===== src/rtl/lh_pkg.sv =====
// Shared framing constants, payload byte bounds and feeder state encoding.
// The hash core imports the same HEAD_BYTE/TAIL_BYTE so both ends agree on framing.
package lh_pkg;

   localparam logic [7:0] HEAD_BYTE    = 8'hFF;
   localparam logic [7:0] TAIL_BYTE    = 8'h00;

   // Legal payload bytes: printable ASCII and the upper range minus 0xA0/0xFF.
   localparam logic [7:0] PAYLOAD_LO_A = 8'h20;
   localparam logic [7:0] PAYLOAD_HI_A = 8'h7E;
   localparam logic [7:0] PAYLOAD_LO_B = 8'hA1;
   localparam logic [7:0] PAYLOAD_HI_B = 8'hFE;

   typedef enum logic [2:0] {
      IDLE     = 3'd0,
      HEAD     = 3'd1,
      PAYLOAD  = 3'd2,
      TAIL     = 3'd3,
      WAIT_DIG = 3'd4,
      DONE     = 3'd5
   } lh_state_e;

   function automatic logic is_payload_byte(input logic [7:0] b);
      return ((b >= PAYLOAD_LO_A) && (b <= PAYLOAD_HI_A)) ||
             ((b >= PAYLOAD_LO_B) && (b <= PAYLOAD_HI_B));
   endfunction

endpackage


===== src/rtl/lh_byte_fifo.sv =====
// Single-clock byte FIFO with first-word fall-through read data and a
// synchronous flush. Pointers wrap modulo DEPTH (power of two).
module lh_byte_fifo #(
   parameter int DEPTH = 32
) (
   input  logic       clk,
   input  logic       rst_n,
   input  logic       push,
   input  logic [7:0] wdata,
   input  logic       pop,
   input  logic       flush,
   output logic [7:0] rdata,
   output logic       full,
   output logic       empty
);

   localparam int AW = $clog2(DEPTH);
   localparam int CW = AW + 1;

   logic [7:0]    mem [DEPTH];
   logic [AW-1:0] wr_ptr;
   logic [AW-1:0] rd_ptr;
   logic [CW-1:0] count;
   logic          do_push;
   logic          do_pop;

   assign full    = (count == CW'(DEPTH));
   assign empty   = (count == '0);
   assign do_push = push && !full && !flush;
   assign do_pop  = pop && !empty && !flush;
   assign rdata   = mem[rd_ptr];

   // Storage array; contents need no reset because count gates visibility.
   always_ff @(posedge clk) begin
      if (do_push) begin
         mem[wr_ptr] <= wdata;
      end
   end

   // Pointer and occupancy tracking; reset and flush both empty the FIFO.
   always_ff @(posedge clk) begin
      if (!rst_n || flush) begin
         wr_ptr <= '0;
         rd_ptr <= '0;
         count  <= '0;
      end else begin
         if (do_push) begin
            wr_ptr <= wr_ptr + AW'(1);
         end
         if (do_pop) begin
            rd_ptr <= rd_ptr + AW'(1);
         end
         case ({do_push, do_pop})
            2'b10:   count <= count + CW'(1);
            2'b01:   count <= count - CW'(1);
            default: count <= count;
         endcase
      end
   end

endmodule


===== src/rtl/lh_message_feeder.sv =====
// Buffers payload bytes, then frames them as HEAD, payload..., TAIL towards a
// hash core, each byte held HOLD cycles, and collects the resulting digest.
//
// state    | meaning
// ---------+-----------------------------------------------------------
// IDLE     | accepting payload writes, waiting for start
// HEAD     | driving HEAD_BYTE for HOLD cycles
// PAYLOAD  | driving one popped FIFO byte per HOLD cycles
// TAIL     | driving TAIL_BYTE for HOLD cycles; an early digest is taken
// WAIT_DIG | waiting up to TIMEOUT cycles for digest_ready
// DONE     | single-cycle result_valid pulse, then back to IDLE
module lh_message_feeder
   import lh_pkg::*;
#(
   parameter int DEPTH   = 32,
   parameter int HOLD    = 2,
   parameter int TIMEOUT = 64
) (
   input  logic        clk,
   input  logic        rst_n,
   input  logic [7:0]  msg_wdata,
   input  logic        msg_wvalid,
   output logic        msg_wready,
   input  logic        start,
   output logic        busy,
   output logic [7:0]  message_byte,
   output logic        message_valid,
   input  logic [63:0] digest,
   input  logic        digest_ready,
   input  logic        err_invalid_message_byte,
   output logic [63:0] result_digest,
   output logic        result_valid,
   output logic        result_err,
   output logic        wr_err
);

   localparam int HW = $clog2(HOLD + 1);
   localparam int TW = $clog2(TIMEOUT + 1);
   localparam logic [HW-1:0] HOLD_LOAD = HW'(HOLD - 1);
   localparam logic [TW-1:0] TO_LOAD   = TW'(TIMEOUT - 1);

   lh_state_e     state;
   logic [HW-1:0] hold_cnt;
   logic [TW-1:0] to_cnt;
   logic [7:0]    cur_byte;

   logic       framing;
   logic       hold_done;
   logic       abort;
   logic       wr_accept;
   logic       fifo_push;
   logic       fifo_pop;
   logic       fifo_full;
   logic       fifo_empty;
   logic [7:0] fifo_rdata;

   assign busy       = (state != IDLE);
   assign msg_wready = !busy && !fifo_full;
   assign wr_accept  = msg_wvalid && msg_wready;
   assign fifo_push  = wr_accept && is_payload_byte(msg_wdata);

   assign framing    = (state == HEAD) || (state == PAYLOAD) || (state == TAIL);
   assign hold_done  = (hold_cnt == '0);
   assign abort      = framing && err_invalid_message_byte;
   // The next payload byte is taken at the end of the current byte's hold.
   assign fifo_pop   = ((state == HEAD) || (state == PAYLOAD)) &&
                       !err_invalid_message_byte && hold_done && !fifo_empty;

   assign message_valid = framing && (hold_cnt == HOLD_LOAD);
   assign result_valid  = (state == DONE);

   lh_byte_fifo #(
      .DEPTH (DEPTH)
   ) u_fifo (
      .clk   (clk),
      .rst_n (rst_n),
      .push  (fifo_push),
      .wdata (msg_wdata),
      .pop   (fifo_pop),
      .flush (abort),
      .rdata (fifo_rdata),
      .full  (fifo_full),
      .empty (fifo_empty)
   );

   // Byte presented to the hash core; quiet zero whenever not framing.
   always_comb begin
      message_byte = 8'h00;
      case (state)
         HEAD:    message_byte = HEAD_BYTE;
         PAYLOAD: message_byte = cur_byte;
         TAIL:    message_byte = TAIL_BYTE;
         default: message_byte = 8'h00;
      endcase
   end

   // Sticky flag for payload writes that were accepted but dropped as illegal.
   always_ff @(posedge clk) begin
      if (!rst_n) begin
         wr_err <= 1'b0;
      end else if (wr_accept && !is_payload_byte(msg_wdata)) begin
         wr_err <= 1'b1;
      end
   end

   // Framing FSM with hold and timeout down-counters and result capture.
   always_ff @(posedge clk) begin
      if (!rst_n) begin
         state         <= IDLE;
         hold_cnt      <= '0;
         to_cnt        <= '0;
         cur_byte      <= 8'h00;
         result_digest <= 64'h0;
         result_err    <= 1'b0;
      end else begin
         case (state)
            IDLE: begin
               if (start) begin
                  state    <= HEAD;
                  hold_cnt <= HOLD_LOAD;
               end
            end
            HEAD, PAYLOAD: begin
               if (abort) begin
                  state         <= DONE;
                  result_digest <= 64'h0;
                  result_err    <= 1'b1;
               end else if (hold_done) begin
                  hold_cnt <= HOLD_LOAD;
                  if (fifo_empty) begin
                     state <= TAIL;
                  end else begin
                     state    <= PAYLOAD;
                     cur_byte <= fifo_rdata;
                  end
               end else begin
                  hold_cnt <= hold_cnt - HW'(1);
               end
            end
            TAIL: begin
               if (abort) begin
                  state         <= DONE;
                  result_digest <= 64'h0;
                  result_err    <= 1'b1;
               end else if (digest_ready) begin
                  // Fast cores may answer before the tail hold has finished.
                  state         <= DONE;
                  result_digest <= digest;
                  result_err    <= 1'b0;
               end else if (hold_done) begin
                  state  <= WAIT_DIG;
                  to_cnt <= TO_LOAD;
               end else begin
                  hold_cnt <= hold_cnt - HW'(1);
               end
            end
            WAIT_DIG: begin
               if (digest_ready) begin
                  state         <= DONE;
                  result_digest <= digest;
                  result_err    <= 1'b0;
               end else if (to_cnt == '0) begin
                  state         <= DONE;
                  result_digest <= 64'h0;
                  result_err    <= 1'b1;
               end else begin
                  to_cnt <= to_cnt - TW'(1);
               end
            end
            DONE: begin
               state <= IDLE;
            end
            default: begin
               state <= IDLE;
            end
         endcase
      end
   end

endmodule

===== config.mk =====
export PLATFORM = sky130hd
export DESIGN_NAME = lh_message_feeder
export DESIGN_NICKNAME = d
export VERILOG_FILES = /design/src/rtl/lh_pkg.sv /design/src/rtl/lh_byte_fifo.sv /design/src/rtl/lh_message_feeder.sv
export SDC_FILE = /design/constraint.sdc
export NUM_CORES = 1
export LEC_CHECK = 0
export BUFFER_PORTS_ARGS = -buffer_cell sky130_fd_sc_hd__buf_2
export CAP_MARGIN = 5
export CORE_MARGIN = 1
export CORE_UTILIZATION = 50
export CTS_BUF_LIST = sky130_fd_sc_hd__clkbuf_2
export DETAILED_ROUTE_END_ITERATION = 10
export GPL_TIMING_DRIVEN = 0
export PLACE_DENSITY = 0.71
export SETUP_SLACK_MARGIN = 0.3
export SLEW_MARGIN = 20
export SYNTH_ARGS = -nofsm -noshare
export SYNTH_HDL_FRONTEND = slang
export SYNTH_HIERARCHICAL = 1
export SYNTH_SLANG_ARGS = --single-unit

===== constraint.sdc =====
create_clock -name clk -period 3.8 [get_ports clk]
set_clock_uncertainty 0.1 [all_clocks]
set_input_delay 0.95 -clock clk [delete_from_list [all_inputs] [get_ports clk]]
set_output_delay 0.95 -clock clk [all_outputs]
set_load 0.01 [all_outputs]

After elaboration in Yosys (flattened, before gate mapping)
Memory sizes are Yosys's and may differ from the RTL's. A register that Yosys moved wholly into a read port is not among the register bits.
Cells that the tools add are included.
{"block": "word_totals", "ff_bits": 94, "latchBits": 0, "ram_bits": 256, "rom_bits": 0, "in_bits": 78, "out_inout_bits": 78, "memories": 1}
{"block": "classes", "addsub": 6, "mul": 0, "div": 0, "order_cmp": 4, "eq_ne": 22, "n_shift": 0, "mux": 39, "bitwise_logic": 2, "reduce_logical": 42}
{"memory": "u_fifo.mem", "depth": 32, "width": 8, "rd": 1, "rd_ports_with_merged_regs": 1, "write_ports": 1, "line": "lh_byte_fifo.sv:20", "rtl": "logic [7:0] mem [DEPTH];"}
{"cell": "$mux 64", "n": 5}
{"cell": "$pmux 64 s3", "n": 1}
{"cell": "$mux 7", "n": 5}
{"cell": "$mux 3", "n": 8}
{"cell": "$ne 2x2->1 const B", "n": 8}
{"cell": "$pmux 8 s2", "n": 1}
{"cell": "$logic_and 1x1->1", "n": 15}
{"cell": "$pmux 7 s2", "n": 1}
{"cell": "$mux 2", "n": 6}
{"cell": "$pmux 3 s4", "n": 1}
{"cell": "$pmux 6 s2", "n": 1}
{"cell": "$reduce_and 4->1", "n": 3}
{"cell": "$reduce_and 6->1", "n": 2}
{"cell": "$add 5x1->5 const B", "n": 2}
{"cell": "$reduce_bool 3->1", "n": 3}
{"cell": "$ge 8x6->1 const B", "n": 1}
{"cell": "$ge 8x8->1 const B", "n": 1}
{"cell": "$le 8x7->1 const B", "n": 1}
{"cell": "$le 8x8->1 const B", "n": 1}
{"cell": "$logic_not 1->1", "n": 8}
{"cell": "$mux 1", "n": 8}
{"cell": "$logic_not 7->1", "n": 1}
{"cell": "$sub 7x1->7 const B", "n": 1}
{"cell": "$add 6x1->6 const B", "n": 1}
{"cell": "21 further kinds", "n": 30}

Logic depth before layout (Yosys ltp)
Gate-level depths: netlist (run 1).
{"block": "logic_depth", "word_depth": 9, "ltp_mapped": 18, "ltp_nobuf": 15}

By module
Netlist (run 1), hierarchy kept.
{"mod": "lh_byte_fifo", "n_inst": 1, "cells_each": 628, "area_each_um2": 11065.6, "seq_area_each_um2": 8107.8}
{"mod": "lh_message_feeder", "n_inst": 1, "cells_each": 363, "area_each_um2": 3657.3, "seq_area_each_um2": 1721.7}

Worst setup path before layout (run 1)
OpenSTA, ideal clock, no wires.
{"block": "synth_path", "kind": "input-to-reg", "start": "input port msg_wdata[3]", "end": "register u_fifo.count[2]", "setup_ps": 71, "arrival_time_ps": 3778, "setup_slack_ps": -149, "cell_stages": 15, "path_buffers": 1, "path_cell_list": "or4b_1 > o31a_1 > o22ai_1 > nor2_1 > nor2b_1 > o31a_1 > inv_1 > ha_1 > clkbuf_1 > xor2_1 > ha_1 > a21oi_1 > xnor2_1 > or3_1 > a21oi_1"}
{"block": "synth_between", "elab_chain_cells": 8, "word_cells_on_any_way": 14}
{"item": "start: declaration", "line": "lh_message_feeder.sv:21", "rtl": "input logic [7:0] msg_wdata,"}
{"item": "$ge 8x6->1, or another cell as far along", "line": "lh_pkg.sv:24", "rtl": "return ((b >= PAYLOAD_LO_A) && (b <= PAYLOAD_HI_A)) ||"}
{"item": "$logic_and 1x1->1 (on tied branches)", "line": "lh_pkg.sv:24, lh_pkg.sv:25"}
{"item": "$logic_or 1x1->1 (*)", "line": "lh_pkg.sv:24"}
{"item": "$logic_and 1x1->1 (*)", "line": "lh_message_feeder.sv:60", "rtl": "assign fifo_push = wr_accept && is_payload_byte(msg_wdata);"}
{"item": "net fifo_push", "line": "lh_message_feeder.sv:51", "rtl": "logic fifo_push;"}
{"item": "$logic_and 1x1->1 (*) (2 in series)", "line": "lh_byte_fifo.sv:29", "rtl": "assign do_push = push && !full && !flush;"}
{"item": "$eq 2x1->1 or $eq 2x2->1 (tied branches)", "line": "lh_byte_fifo.sv:53", "rtl": "case ({do_push, do_pop})"}
{"item": "$pmux 6 s2 or $reduce_bool 2->1 (tied branches)"}
{"item": "end signal: assignment", "line": "lh_byte_fifo.sv:54", "rtl": "2'b10: count <= count + CW'(1);"}
{"item": "end signal: assignment", "line": "lh_byte_fifo.sv:55", "rtl": "2'b01: count <= count - CW'(1);"}
{"item": "end signal: assignment", "line": "lh_byte_fifo.sv:56", "rtl": "default: count <= count;"}
{"item": "end: declaration", "line": "lh_byte_fifo.sv:23", "rtl": "logic [CW-1:0] count;"}
Mark *: on every way through the listed nets, which the timed path passes. The rest lies on a longest branch.
A chain may end at the register's enable or synchronous reset.

Final worst setup path (run 1)
{"block": "layout_path", "start": "register state[0]", "end": "memory u_fifo.mem[24][5], enable pin"}
{"block": "layout_between", "elab_chain_cells": 9, "word_cells_on_any_way": 16}
{"item": "start: declaration", "line": "lh_message_feeder.sv:42", "rtl": "lh_state_e state;"}
{"item": "start signal: assignment", "line": "lh_message_feeder.sv:109", "rtl": "state <= IDLE;"}
{"item": "start signal: assignment", "line": "lh_message_feeder.sv:119", "rtl": "state <= HEAD;"}
{"item": "start signal: assignment", "line": "lh_message_feeder.sv:125", "rtl": "state <= DONE;"}
{"item": "$reduce_bool 3->1", "line": "lh_message_feeder.sv:57", "rtl": "assign busy = (state != IDLE);"}
{"item": "$logic_not 1->1", "line": "lh_message_feeder.sv:58", "rtl": "assign msg_wready = !busy && !fifo_full;"}
{"item": "$logic_and 1x1->1", "line": "lh_message_feeder.sv:58"}
{"item": "$logic_and 1x1->1", "line": "lh_message_feeder.sv:59", "rtl": "assign wr_accept = msg_wvalid && msg_wready;"}
{"item": "$logic_and 1x1->1", "line": "lh_message_feeder.sv:60"}
{"item": "net fifo_push", "line": "lh_message_feeder.sv:51"}
{"item": "$logic_and 1x1->1 (2 in series)", "line": "lh_byte_fifo.sv:29"}
{"item": "$mux 1", "line": "lh_byte_fifo.sv:35", "rtl": "if (do_push) begin"}
{"item": "$mux 1 (not written as such)", "line": "lh_byte_fifo.sv:36", "rtl": "mem[wr_ptr] <= wdata;"}
{"item": "end: declaration", "line": "lh_byte_fifo.sv:20"}
The timed path passes the listed nets, and every way through them passes these cells.

==> results.toml, run 1 <==
[synth]
synthSimpleGateAreaFrac_pct = 7.72
synthAdderAreaFrac_pct = 1.10
yosysUniqueCellTypes = 73
muxShareOfSynthArea_pct = 11.1
ys_warn_count = 6
synth_top_family_by_area = "multiplexers"
syn_nets = 1082
ys_ff_latch = 363
seq_area_frac_synth_pct = 66.8
avgSynthCellArea_um2 = 14.9
netlist_area_um2 = 14700
synth-edff-count = 256
dominantRegCellSynth = "edfxtp_1"
netlist_instances = 991
synth_xor_area_share_pct = 0.535
synth_compound_area_share_pct = 9.81
async_flop_share_pct = 0

[worst_hold_path]
hold_path_depth = 2
hp-class = "in -> reg"

[pwr]
power_mw = 7.72
power_density_nw_per_um2 = 451
vdd_drop_max_uv = 358
power_leakage_nw = 6.26

[detailed_routing]
totalWireLength_mm = 33.2
ant_nets = 0
drc = 0
first_pass_iters = 5
first_iter_violations = 752
via_per_inst = 5.60
routedWlPerCell_um = 19.5
vias = 9539

[cells_and_area]
areaGrowthSynthToFinish_pct = 16.4
drive_gt1_share_pct = 33.9
layout_commonest_cell = "edfxtp_1"
final_cell_mix = "edfxtp_1 (256), buf_2 (170), clkbuf_2 (139)"
final_nets = 1337
fin_area_um2 = 17100

[floorplanning]
start_util_pct = 51.0
die_h_um = 174
die_width_um = 174
pin_count = 156
core_um2 = 28900
fp-row-count = 62
dieArea_um2 = 30100

[global_routing]
antenna_found_initial = 1
grt.met3_usage_pct = 4.32
overflow = 0
grt_pass1_vias = 9538
grt.busiest_layer = "met2"
use_met2_pct = 36.6
grt_max_degree = 35
grt_first_pass_wirelength_mm = 51.5
grtUsageTotal_pct = 22.1
grtUsageMet1_pct = 29.0

[sta]
hold_violations = 0
max_freq_ghz = 0.287
slew_violations = 0
tns_ns = 0
min_period_over_period_pct = 91.6
finalSetupViolations = 0
layout_setup_ws_ns = 0.321
rsz0062_at_grt = "true"
fin_crit_ns = 3.48
tightest_slew_ns = 0.905
slew_headroom_pct = 39.5

[worst_setup_path]
cp-start-kind = "flop"
crit_family = "simple AND/OR/NAND/NOR gates"
worstPathArrival_ns = 3.85
worstSetupPathType = "reg -> reg"
r2r_cells = 9
worst_path_max_delay_cell = "nor2_2"
critPathRequiredTime_ns = 4.17
path_buf_inv = 2
max_stage_delay_ns = 0.64
path_depth = 9
crit_chain = "clkbuf_4 > clkbuf_4 > nor4_2 > nand2_1 > nor2_4 > nor2b_4 > o31a_1 > nand2_1 > nor2_2"
critPathMaxFanout = 10
end_kind = "flop"

[flow_run]
drv_cap = 0

[cts]
ctsHoldBuffers = 0
path_clk_slew_ns = 0.12
cts_buffers = 88
cts_tree = "done"
clk_latency_ns = 0.90
htree_levels = 3
cts_sinks = 363
root_buffer = "clkbuf_2"
clockBufferDepth = 3

[place]
placed_cell_area_um2 = 16000
dp_hpwl_mm = 21.7
gp_congestion = 0.870
portBuffers = 154
pre_cts_slack_ns = -0.806

[outcome]
run_status = "finished clean"
## worst register-to-register path, cell delays in order (launching register included)
cell      delay (ns)
dfxtp_1         0.35
clkbuf_4        0.20
clkbuf_4        0.20
nor4_2          0.31
nand2_1         0.16
nor2_4          0.13
nor2b_4         0.18
o31a_1          0.28
nand2_1         0.53
nor2_2          0.64
## power breakdown
part | leakage [nW] | internal [mW] | switching (mW)
sequential | 3.17 | 4.30 | 0.0490
clock | 0.612 | 0.939 | 1.50
combinational | 2.48 | 0.380 | 0.555
total | 6.26 | 5.62 | 2.11
## metrics by stage
step,cells,util [%],hold WS (ns)
detailed placement,1529,55.5,0.346
CTS,1692,58.7,0.0961
global placement,1529,55.5,0.342
global route,1702,59.4,0.0962
finish,1702,59.4,0.186
floorplan,991,-,0.346
## flip-flops by register name, summed over array words and instances, names as in the netlist, named ones only
register	flops
cur_byte	8
hold_cnt	2
result_digest	64
result_err	1
state	3
to_cnt	7
u_fifo/count	6
u_fifo/mem	256
u_fifo/rd_ptr	5
u_fifo/wr_ptr	5
wr_err	1
## final timing paths
check / from / endpoint / slack [ns]
min reg2reg: result_digest[9]$_SDFFE_PN0P_ / result_digest[9]$_SDFFE_PN0P_ / 0.37
min: digest[39] / result_digest[39]$_SDFFE_PN0P_ / 0.19
max: state[0]$_SDFFE_PN0P_ / u_fifo/mem[24][5]$_DFFE_PP_ / 0.32
max reg2reg: state[0]$_SDFFE_PN0P_ / u_fifo/mem[24][5]$_DFFE_PP_ / 0.32
## area by class of cell
type	count	area (µm²)
fill	2323	11700
sequential	363	9840
multi-input combinational	548	4680
timing repair buffer	165	861
clock buffer	132	661
tap	384	480
buffer	63	412
clock inverter	29	131
inverter	17	63.8
antenna	1	2.50
## repair_timing
| action | CTS | global route |
|---|---|---|
| setup buffers | 2 | 9 |
| pin swaps | 1 | 12 |
| endpoints found under the setup margin | 222 | 206 |
| resized for setup | 39 | 37 |
## Yosys cell counts, drive strengths merged, types with 6 or more instances
| cell type | n | share of area [%] |
|---|---|---|
| inv | 16 | 0.41 |
| edfxtp | 256 | 52 |
| nand3 | 35 | 1.2 |
| nand2b | 9 | 0.38 |
| mux2i | 91 | 6.2 |
| mux4 | 32 | 4.9 |
| buf | 39 | 1.9 |
| ha | 13 | 1.1 |
| a21oi | 27 | 0.92 |
| nor2 | 65 | 1.7 |
| dfxtp | 107 | 15 |
| nor3 | 7 | 0.24 |
| nand3b | 7 | 0.36 |
| clkbuf | 24 | 0.62 |
| or3 | 6 | 0.25 |
| o21ai | 7 | 0.24 |
| xor2 | 6 | 0.36 |
| a221oi | 8 | 0.48 |
| nand2 | 52 | 1.3 |
| a22o | 62 | 3.7 |
| nor2b | 8 | 0.34 |
| a22oi | 33 | 1.7 |
## cell families (layout without fill, tap and decap cells)
kind of cell,after synthesis,count (layout)
xor+xnor,9,9
mux,123,123
simple gates,222,222
other cells,0,1
buf+inv,80,406
flops,363,363
compound gates,181,181
fa+ha+maj,13,13
## per-layer routing
metal | share of wire [%] | wire, µm
met1 | 42 | 13900
met2 | 49 | 16300
met3 | 6.5 | 2160
met4 | 2.5 | 837
met5 | 0 | 0
Power figures use the tool's default switching activity.
==> run 2, diff against run 1 <==
--- a/config.mk
+++ b/config.mk
@@ -5,11 +5,12 @@
 export SDC_FILE = /design/constraint.sdc
 export NUM_CORES = 1
 export LEC_CHECK = 0
-export BUFFER_PORTS_ARGS = -buffer_cell sky130_fd_sc_hd__buf_2
+export BUFFER_PORTS_ARGS = -buffer_cell sky130_fd_sc_hd__buf_4
 export CAP_MARGIN = 5
 export CORE_MARGIN = 1
 export CORE_UTILIZATION = 50
 export CTS_BUF_LIST = sky130_fd_sc_hd__clkbuf_2
+export CTS_CLUSTER_SIZE = 30
 export DETAILED_ROUTE_END_ITERATION = 10
 export GPL_TIMING_DRIVEN = 0
 export PLACE_DENSITY = 0.71
==> results.toml, run 2 (synthesis results as in run 1) <==
[sta]
min_period_over_period_pct = 90.1
max_freq_ghz = 0.292
fin_crit_ns = 3.42
tightest_slew_ns = 0.993
slew_headroom_pct = 33.7
finalSetupViolations = 0
rsz0062_at_grt = "true"
hold_violations = 0
slew_violations = 0
tns_ns = 0

[cells_and_area]
largest_reg_flops = 256
layout_commonest_cell = "edfxtp_1"
final_nets = 1335
areaGrowthSynthToFinish_pct = 18.8
largest_register = "u_fifo/mem"
fin_area_um2 = 17500
top_regs = "u_fifo/mem x256, result_digest x64, cur_byte x8"
multi_input_area_um2 = 4630
final_cell_mix = "edfxtp_1 (256), buf_4 (168), clkbuf_2 (129)"
drive_gt1_share_pct = 33.6
regArea_um2 = 9830
num-fill-cells = 2292

[cts]
cts_tree = "done"
clk_latency_ns = 0.88
htree_levels = 3
cts_buffers = 87
path_clk_slew_ns = 0.10
root_buffer = "clkbuf_2"
clockBufferDepth = 3
ctsHoldBuffers = 0
cts_sinks = 363

[worst_setup_path]
r2r_cells = 10
end_kind = "output port"
crit_family = "simple AND/OR/NAND/NOR gates"
critPathMaxFanout = 4
r2r_end = "u_fifo/mem[14][0]$_DFFE_PP_"
max_stage_delay_ns = 0.48
cp-start-kind = "flop"
worstSetupPathType = "reg -> out"
crit_chain = "buf_6 > or4_4 > buf_8 > nor3_4 > nor4_4 > buf_4"
path_buf_inv = 3
worst_path_max_delay_cell = "or4_4"
r2r_start = "u_fifo/count[0]$_SDFFE_PP0P_"
critPathRequiredTime_ns = 2.75
worstPathArrival_ns = 2.37
reg2reg_slack_ns = 0.39

[pwr]
pwr-share-seq_pct = 54.6
switching_share_pct = 26.0
p_int_mw = 5.89
p_clk_share_pct = 33.0
vdd_drop_max_uv = 300
power_switching_mw = 2.07
power_leakage_nw = 6.32
power_density_nw_per_um2 = 455
p_comb_share_pct = 12.4

[global_routing]
grt_pass1_vias = 9355
grt_first_pass_wirelength_mm = 51.2
overflow = 0
grtUsageTotal_pct = 22.2
grt_max_degree = 35
antenna_found_initial = 1

[floorplanning]
pin_count = 156
core_um2 = 28900
start_util_pct = 51.0
die_width_um = 174
fp-row-count = 62
dieArea_um2 = 30100
die_h_um = 174

[place]
dp_hpwl_mm = 21.8
placed_cell_area_um2 = 16400
portBuffers = 154
gp_congestion = 0.888

[worst_hold_path]
hp-class = "in -> reg"
worstHoldEndpoint = "result_digest[23]$_SDFFE_PN0P_"
hold_start = "digest[23]"
hold_path_depth = 2

[flow_run]
drv_cap = 0

[detailed_routing]
vias = 9516
drc = 0
first_iter_violations = 860
first_pass_iters = 5
routedWlPerCell_um = 19.9
totalWireLength_mm = 33.6
via_per_inst = 5.63
ant_nets = 0

[outcome]
run_status = "finished clean"
## run 2: worst max path at each step
stage / start / to / slack (ns) / cells past startpoint
2_1_floorplan: msg_wdata[3] / u_fifo/count[2]$_SDFFE_PP0P_ / 0.08 / 15
3_3_place_gp: msg_wdata[7] / u_fifo/count[4]$_SDFFE_PP0P_ / -0.51 / 16
3_5_place_dp: msg_wdata[3] / u_fifo/count[2]$_SDFFE_PP0P_ / -0.59 / 16
4_1_cts: u_fifo/count[1]$_SDFFE_PP0P_ / msg_wready / 0.31 / 6
5_1_grt: u_fifo/count[1]$_SDFFE_PP0P_ / msg_wready / 0.21 / 6
6_report: u_fifo/count[1]$_SDFFE_PP0P_ / msg_wready / 0.38 / 6
## run 2: per-stage QoR
stage	utilization [%]	setup slack, ns	total power, mW	hold WS (ns)	std cells
after floorplan	-	0.0799	4.99	0.346	991
after global placement	56.8	-0.514	5.36	0.345	1529
after detailed placement	56.8	-0.594	5.37	0.355	1529
after CTS	60.1	0.314	8.03	0.0965	1681
after global routing	60.6	0.208	8.34	0.0830	1691
final	60.6	0.375	7.96	0.216	1691
## run 2: metal layers
| layer | up-vias | share of wire [%] | track usage [%] |
|---|---|---|---|
| li1 | 4408 | - | - |
| met1 | 4692 | 42 | 29.9 |
| met2 | 357 | 49 | 35.7 |
| met3 | 59 | 6.9 | 4.52 |
| met4 | 0 | 2.5 | 8.41 |
| met5 | - | 0 | 0 |
## run 2: final cells by class
cell class / instances / share of cell area [%]
flip-flops and latches: 363 / 56.2
multi-input cells: 548 / 26.5
repair buffers: 164 / 7.04
clock buffers: 124 / 3.55
well taps: 384 / 2.75
plain buffers: 63 / 2.33
clock inverters: 27 / 1.30
inverters: 17 / 0.365
diodes: 1 / 0.0143
## run 2: power groups by stage
stage / Sequential, mW / Clock [mW] / Combinational (mW)
after floorplan: 4.45 / 0 / 0.540
after global placement: 4.44 / 0 / 0.925
after detailed placement: 4.44 / 0 / 0.935
after CTS: 4.35 / 2.72 / 0.959
after global routing: 4.36 / 2.92 / 1.07
final: 4.35 / 2.63 / 0.987
## run 2: timing repair
item                                   CTS  global route
endpoints found under the hold margin    0             0
gates resized for setup                 35            25
buffers inserted                         1             9
pin swaps                                1             5
gates cloned                             0             0
setup endpoints to repair              206           197
## run 2: worst reg2reg max path, stage by stage, from the launching register on
cell      delay (ns)
dfxtp_2         0.43
clkbuf_4        0.28
nor3_4          0.07
nor4_4          0.29
nand2_1         0.13
nor2_2          0.16
nor2b_4         0.19
o31a_1          0.20
buf_4           0.16
nand2_1         0.43
nor2_2          0.63
==> run 3, diff against run 2 <==
--- a/config.mk
+++ b/config.mk
@@ -5,15 +5,15 @@
 export SDC_FILE = /design/constraint.sdc
 export NUM_CORES = 1
 export LEC_CHECK = 0
-export BUFFER_PORTS_ARGS = -buffer_cell sky130_fd_sc_hd__buf_4
 export CAP_MARGIN = 5
 export CORE_MARGIN = 1
 export CORE_UTILIZATION = 50
 export CTS_BUF_LIST = sky130_fd_sc_hd__clkbuf_2
 export CTS_CLUSTER_SIZE = 30
 export DETAILED_ROUTE_END_ITERATION = 10
+export DONT_BUFFER_PORTS = 1
 export GPL_TIMING_DRIVEN = 0
-export PLACE_DENSITY = 0.71
+export PLACE_DENSITY = 0.67
 export SETUP_SLACK_MARGIN = 0.3
 export SLEW_MARGIN = 20
 export SYNTH_ARGS = -nofsm -noshare
==> results.toml, run 3 (synthesis results as in run 1) <==
[worst_setup_path]
cp-start-kind = "flop"
path_buf_inv = 3
critPathMaxFanout = 10
crit_family = "simple AND/OR/NAND/NOR gates"
worstSetupPathType = "reg -> reg"
end_kind = "flop"
max_stage_delay_ns = 0.60
critPathRequiredTime_ns = 4.18
crit_chain = "buf_6 > buf_2 > nor4_4 > nand2_1 > nor2_2 > nor2b_4 > o31a_1 > buf_4 > nand2_1 > nor2_2"
worst_path_max_delay_cell = "nor2_2"
worstPathArrival_ns = 3.82

[global_routing]
grt_first_pass_wirelength_mm = 53.2
grt_pass1_vias = 9249
grt_max_degree = 25
grtUsageTotal_pct = 23.5
overflow = 0
antenna_found_initial = 1

[place]
gp_congestion = 0.841
placed_cells = 1375
portBuffers = 0
dp_hpwl_mm = 20.8

[sta]
min_period_over_period_pct = 90.5
hold_violations = 0
tightest_slew_ns = 1.09
slew_violations = 0
max_freq_ghz = 0.291
finalHoldWorstSlack_ns = 0.0804
fin_crit_ns = 3.44
rsz0062_at_grt = "true"
finalSetupViolations = 0
slew_headroom_pct = 27.2

[cts]
path_clk_slew_ns = 0.10
clockBufferDepth = 3
cts_buffers = 89
root_buffer = "clkbuf_2"
htree_levels = 3
cts_tree = "done"
clk_latency_ns = 0.92
cts_sinks = 363

[outcome]
run_status = "finished clean"

[detailed_routing]
drc = 0
ant_nets = 0
routedWlPerCell_um = 22.0
vias = 9323
via_per_inst = 5.82
first_iter_violations = 744
totalWireLength_mm = 35.3
first_pass_iters = 5

[cells_and_area]
areaGrowthSynthToFinish_pct = 15.3
largest_reg_flops = 256
layout_commonest_cell = "edfxtp_1"
final_nets = 1240
fin_util_pct = 58.8
regArea_um2 = 9830
num-fill-cells = 2294
finalNonFillerCells = 1603
final_cell_mix = "edfxtp_1 (256), clkbuf_2 (137), dfxtp_1 (104)"
largest_register = "u_fifo/mem"
top_regs = "u_fifo/mem x256, result_digest x64, cur_byte x8"
multi_input_area_um2 = 4700
drive_gt1_share_pct = 23.8

[floorplanning]
start_util_pct = 51.0
dieArea_um2 = 30100
pin_count = 156
die_h_um = 174
fp-row-count = 62
die_width_um = 174
core_um2 = 28900

[worst_hold_path]
hp-class = "in -> reg"

[pwr]
power_density_nw_per_um2 = 460
vdd_drop_max_uv = 315
power_mw = 7.80
power_leakage_nw = 5.79

[flow_run]
drv_cap = 0
run 3: cell types whose count changed in the layout (fill, tap and decap cells not counted), moves of 3 or more:
cell           before  now
buf_4             168   15
clkbuf_2          129  137
clkinv_1           15   18
dlygate4sd3_1       0   55
nor2_2             27   13
nor2_4              1   15
run 3: per-stage QoR:
step	setup TNS [ns]	setup WS [ns]	instance area (µm²)
3_5_place_dp	-79.25	-0.529	15200
3_3_place_gp	-72.50	-0.436	15200
4_1_cts	0	0.330	16800
5_1_grt	0	0.224	17000
6_report	0	0.360	17000
2_1_floorplan	0	0.0799	14800
run 3: per-layer routing:
layer / routed length, µm / GRT usage (%)
met2: 17300 / 38.7
met4: 944 / 9.17
met1: 14500 / 30.6
met3: 2450 / 4.93
met5: 0 / 0
run 3: timing repair:
action / in CTS / in global routing
pin swaps: 5 / 8
setup endpoints to repair: 272 / 80
setup buffers: 4 / 8
hold buffers: 55 / 0
gates resized for setup: 52 / 18
hold endpoints to repair: 207 / 0
run 3: power by group:
| part | switching, mW | total, mW | internal, mW |
|---|---|---|---|
| logic | 0.501 | 0.836 | 0.336 |
| clock network | 1.53 | 2.59 | 1.07 |
| registers | 0.0731 | 4.37 | 4.30 |
run 3: area by class of cell:
class                   count  area share (%)
flip-flops and latches    363            57.9
multi-input cells         548            27.7
clock buffers             131            3.86
repair buffers             67            3.77
well taps                 384            2.83
plain buffers              63            2.43
clock inverters            27            1.05
inverters                  17           0.376
diodes                      3          0.0442
run 3: worst register-to-register path, cell delays in order (launching register included):
cell and delay [ns]:
dfxtp_1 0.40, buf_6 0.18, buf_2 0.18, nor4_4 0.36, nand2_1 0.15, nor2_2 0.15, nor2b_4 0.19, o31a_1 0.19
buf_4 0.13, nand2_1 0.40, nor2_2 0.61
run 3: final timing paths:
path                               start                           to  slack (ns)  cells past startpoint
hold / removal              msg_wdata[4]  u_fifo/mem[26][4]$_DFFE_PP_        0.08                      0
setup / recovery   state[1]$_SDFFE_PN0P_   u_fifo/mem[8][5]$_DFFE_PP_        0.36                     10
hold reg to reg   to_cnt[0]$_SDFFE_PN0P_       to_cnt[0]$_SDFFE_PN0P_        0.37                      2
setup reg to reg   state[1]$_SDFFE_PN0P_   u_fifo/mem[8][5]$_DFFE_PP_        0.36                     10
